[config.mk]
export PLATFORM = sky130hd
export DESIGN_NAME = booth_dot_accumulator
export DESIGN_NICKNAME = d
export VERILOG_FILES = /design/src/rtl/booth_dot_accumulator.sv
export SDC_FILE = /design/constraint.sdc
export NUM_CORES = 1
export LEC_CHECK = 0
export CORE_MARGIN = 4
export CORE_UTILIZATION = 52
export DETAILED_ROUTE_END_ITERATION = 10
export PLACE_DENSITY = 0.81
export SYNTH_ARGS = -nofsm -noshare
export SYNTH_HDL_FRONTEND = slang
export SYNTH_SLANG_ARGS = --single-unit
[constraint.sdc]
create_clock -name clk -period 3.6 [get_ports clk]
set_clock_uncertainty 0.15 [all_clocks]
set_input_delay 0.72 -clock clk [delete_from_list [all_inputs] [get_ports clk]]
set_output_delay 0.72 -clock clk [all_outputs]
set_load 0.03 [all_outputs]
[src/rtl/booth_dot_accumulator.sv]
// booth_dot_accumulator
//   Back end for the radix-4 Booth multiplier. Sums a job of LEN signed
//   products into a wider signed accumulator and presents the sum, the
//   product count and a sticky overflow flag on a valid/ready port.
//   The multiplier is held off (o_in_ready low) outside an active job.
//
//   Build option: define BOOTH_ACC_SAT_EN to clamp the accumulator at the
//   signed limits on overflow. Without it the accumulator wraps modulo
//   2**ACC_W. The overflow flag is set in both builds.
//
//   ACC_W must be at least PROD_W+1 so a single product always fits.
module booth_dot_accumulator #(
    parameter int PROD_W = 16,
    parameter int ACC_W  = 24,
    parameter int LEN_W  = 8
) (
    input  logic                     clk,
    input  logic                     rst,
    input  logic                     i_start,
    input  logic [LEN_W-1:0]         i_len,
    input  logic                     i_in_valid,
    output logic                     o_in_ready,
    input  logic signed [PROD_W-1:0] i_in_product,
    output logic                     o_out_valid,
    input  logic                     i_out_ready,
    output logic signed [ACC_W-1:0]  o_out_sum,
    output logic [LEN_W-1:0]         o_out_count,
    output logic                     o_overflow,
    output logic                     o_busy
);

    typedef enum logic [1:0] {
        S_IDLE  = 2'd0,
        S_ACCUM = 2'd1,
        S_HOLD  = 2'd2
    } state_t;

    localparam logic signed [ACC_W-1:0] ACC_MAX = {1'b0, {(ACC_W-1){1'b1}}};
    localparam logic signed [ACC_W-1:0] ACC_MIN = {1'b1, {(ACC_W-1){1'b0}}};

    state_t                    r_state;
    logic signed [ACC_W-1:0]   r_acc;
    logic [LEN_W-1:0]          r_count;
    logic [LEN_W-1:0]          r_len_q;
    logic                      r_overflow;
    logic                      r_out_valid;
    logic                      r_busy;

    logic signed [ACC_W-1:0]   w_prod_ext;
    logic signed [ACC_W-1:0]   w_raw_sum;
    logic signed [ACC_W-1:0]   w_next_acc;
    logic                      w_add_ovf;
    logic                      w_xfer;
    logic                      w_last;

    // Sign-extend the product to accumulator width.
    assign w_prod_ext = {{(ACC_W-PROD_W){i_in_product[PROD_W-1]}}, i_in_product};
    assign w_raw_sum  = r_acc + w_prod_ext;

    // Two's complement overflow: like-signed operands, result sign flipped.
    assign w_add_ovf = (r_acc[ACC_W-1] == w_prod_ext[ACC_W-1]) &&
                       (w_raw_sum[ACC_W-1] != r_acc[ACC_W-1]);

`ifdef BOOTH_ACC_SAT_EN
    // On overflow both operands share the accumulator's sign, so that sign
    // picks the rail to clamp to.
    assign w_next_acc = w_add_ovf ? (r_acc[ACC_W-1] ? ACC_MIN : ACC_MAX) : w_raw_sum;
`else
    // Plain modulo-2**ACC_W wrap; the limits are unused in this build.
    assign w_next_acc = w_raw_sum;
    logic w_unused_limits;
    assign w_unused_limits = ^{ACC_MAX, ACC_MIN};
`endif

    // A product is consumed only while a job is accumulating.
    assign w_xfer = i_in_valid && (r_state == S_ACCUM);
    assign w_last = (r_count == (r_len_q - LEN_W'(1)));

    // Job control FSM with accumulator datapath and registered status flags.
    always_ff @(posedge clk or posedge rst) begin
        if (rst) begin
            r_state     <= S_IDLE;
            r_acc       <= '0;
            r_count     <= '0;
            r_len_q     <= '0;
            r_overflow  <= 1'b0;
            r_out_valid <= 1'b0;
            r_busy      <= 1'b0;
        end else begin
            case (r_state)
                S_IDLE: begin
                    if (i_start) begin
                        r_acc      <= '0;
                        r_count    <= '0;
                        r_overflow <= 1'b0;
                        r_busy     <= 1'b1;
                        if (i_len != '0) begin
                            r_len_q <= i_len;
                            r_state <= S_ACCUM;
                        end else begin
                            // Empty job: report a zero result straight away.
                            r_out_valid <= 1'b1;
                            r_state     <= S_HOLD;
                        end
                    end
                end
                S_ACCUM: begin
                    if (w_xfer) begin
                        r_acc      <= w_next_acc;
                        r_count    <= r_count + LEN_W'(1);
                        r_overflow <= r_overflow | w_add_ovf;
                        if (w_last) begin
                            r_out_valid <= 1'b1;
                            r_state     <= S_HOLD;
                        end
                    end
                end
                S_HOLD: begin
                    // Start requests here are dropped, even on the leaving cycle.
                    if (i_out_ready) begin
                        r_out_valid <= 1'b0;
                        r_busy      <= 1'b0;
                        r_state     <= S_IDLE;
                    end
                end
                default: begin
                    r_out_valid <= 1'b0;
                    r_busy      <= 1'b0;
                    r_state     <= S_IDLE;
                end
            endcase
        end
    end

    assign o_in_ready  = (r_state == S_ACCUM);
    assign o_out_valid = r_out_valid;
    assign o_out_sum   = r_acc;
    assign o_out_count = r_count;
    assign o_overflow  = r_overflow;
    assign o_busy      = r_busy;

endmodule

==> qor.txt, run 1 <==
Final GP Congestion - 0.908
1st-pass router iterations - 4
Clock Latency Late Sink - 0.31 ns
Largest net degree at the start of global routing - 46
Std-Cell Core Area - 0.00592 mm^2
Pre-CTS WS - 0.00966 ns
Max Fanout on Critical Path - 8
Syn Area/Cell - 8.89 um^2
Clock period minus worst slack - 3.24 ns
GRT Total Usage - 0.230
Syn Nets - 413
Max-slew headroom at the worst pin - 0.570
Post-CTS setup buffer count - 0
Kind of critical path - in2reg
Cells on worst reg2reg path - 9
Syn Std Cell Area - 0.00318 mm^2
Worst min-delay path class - reg2reg
Clock Tree Buf Depth - 2
P_leak - 1.70 nW
Post-route ant nets - 0
Number of global-route vias before repair - 3009
Final Hold Viols - 0
# hold bufs at CTS - 0
# DRC - 0
CTS tree - done
Unique masters post-synth - 56
Via density - 5.86
Gr ovfl total - 0
Post-Synthesis Cells - 358
Crit end category - flip-flop
Clock slew at reported path FFs - 0.10 ns
Status - completed
Hold path depth - 1
Count of pins over their slew limit - 0
Layout area overhead - 26.3%
Worst path arrival time - 3.30 ns
Yosys reg bits - 45
H-Tree Depth - 2
Initial Util - 0.537
FILL cells - 481
First-pass GRT wire length - 14100 um
Ant diodes - 0
Critical Path Source Type - input pin
RSZ-0062 raised after global routing - no
Wirelength per Cell - 16.1 um
Number of synthesized flops with an enable pin - 0
Port bufs - 64
Slew @ Worst Pin - 0.642 ns
Cell Pwr Density - 948 mW/mm^2
Commonest non-fill, non-tap cell in the layout - clkdlybuf4s50_1
Layout cells sized above 1 - 0.0767
Commonest cells after routing, fill and taps aside - clkdlybuf4s50_1 (64), nand2_1 (48), dfrtp_1 (45)
YS warnings - 0
Ys flop type - dfrtp_1
Clk root buf - clkbuf_8
# rows - 28
IO Pins - 65
Seq/Total Area, Yosys - 0.354
Post-CTS Resized - 0
Final nets - 484
Max IR drop VDD - 0.490 mV
Num CTS Buffers - 5
Routed WL - 8110 um
Multi-input gate area - 0.00200 mm^2
Async S/R FF share, synth - 1.00
Die Ht - 86.2 um
Detailed Route Iter0 Violations - 103
Register area - 0.00113 mm^2
Die Span X - 86.2 um
Final worst slack - 0.356 ns
Count of final setup violators - 0
Fmax - 0.308 GHz
Clock sink count - 45
Initial antenna violation count - 0
Via count - 2957
DP HPWL - 6060 um
Die area - 0.00743 mm^2
Max_cap viols - 0
Final Cycle Share - 0.901
CP required - 3.66 ns
Setup TNS Final - 0 ns
worst paths after layout:
kind	from	end	slack, ns
worst max-delay path	i_in_product[15]	o_out_sum[23]	0.36
worst min-delay path	o_overflow	o_overflow	0.37
worst max register to register	o_out_sum[0]	o_out_sum[22]	0.76
worst min register to register	o_overflow	o_overflow	0.37
max in group asynchronous	rst	o_busy	2.19
min in group asynchronous	rst	o_out_sum[0]	0.70
routing by layer:
layer | up-vias | part of all wire | GRT usage
met2 | 63 | 0.50 | 0.389
met5 | - | 0 | 0
met1 | 1433 | 0.46 | 0.308
met3 | 7 | 0.037 | 0.0371
li1 | 1454 | - | -
met4 | 0 | 0.0094 | 0.0595
state kept, by name (all words and copies together), names as in the netlist:
name         count
r_state          2
o_busy           1
r_len_q          8
o_out_valid      1
o_out_sum       24
o_out_count      8
o_overflow       1
logic make-up after synthesis:
family,count (synthesis),synth area share
multiplexers,6,0.0208
XOR/XNOR,29,0.0798
flip-flops,45,0.354
AND/OR/NAND/NOR,120,0.180
buffers and inverters,13,0.0181
AO/OA/AOI/OAI,119,0.242
adder cells (fa/ha/maj),26,0.105
power breakdown:
part           switching (mW)  internal [mW]  total (mW)
clock                   0.197          0.138       0.335
combinational            1.42           1.08        2.50
sequential              0.236          0.736       0.972
stage by stage:
| step | hold WS (ns) | std cells | utilization | total power, mW | area (um^2) |
|---|---|---|---|---|---|
| after detailed placement | 0.349 | 497 | 0.664 | 3.46 | 3930 |
| after global placement | 0.343 | 497 | 0.664 | 3.41 | 3930 |
| final | 0.365 | 505 | 0.679 | 3.81 | 4020 |
| after CTS | 0.370 | 505 | 0.679 | 3.81 | 4020 |
| after global routing | 0.396 | 505 | 0.679 | 4.13 | 4020 |
| after floorplan | 0.352 | 358 | - | 2.69 | 3180 |
worst max-delay path, stage by stage:
cell and delay [ns]:
clkdlybuf4s50_1 0.58, ha_1 0.43, a21oi_1 0.19, o21ai_1 0.12, a211o_1 0.27, a21o_1 0.19
or3_1 0.36, and3_1 0.17, a211o_1 0.26
area by class of cell:
class | count | share of cell area
Sequential cell | 45 | 0.280
Inverter | 7 | 0.00654
Tap cell | 75 | 0.0233
Multi-Input combinational cell | 300 | 0.497
Timing Repair Buffer | 70 | 0.171
Clock inverter | 3 | 0.00529
Clock buffer | 5 | 0.0171
synthesized netlist by cell type, types with 3 or more instances:
master	n	area (um^2)
o21ai_0	36	180
a211o_1	4	35.0
o31ai_1	3	22.5
nor2_1	25	93.8
o21bai_1	3	22.5
clkbuf_1	4	15.0
or3_1	4	25.0
nand4_1	6	37.5
dfrtp_1	45	1130
nand3_1	4	20.0
xnor2_1	13	114
and3_1	4	25.0
nor3_1	7	35.0
o21ai_1	4	20.0
o211ai_1	3	22.5
inv_1	7	26.3
nand2_1	48	180
a21o_1	9	67.6
a22o_1	5	43.8
mux2_2	5	56.3
xor2_1	16	140
a211oi_1	5	37.5
o21a_1	4	30.0
a21oi_1	26	130
a21oi_2	5	43.8
ha_1	25	313
nor2b_1	5	31.3
No activity file was read; power rests on OpenSTA's default activity.
==> run 2: changes to the inputs <==
- CTS_CLUSTER_SIZE: default -> 10
==> results of run 2 <==
No change in the layout: final DEF, timing and power equal those of run 1.
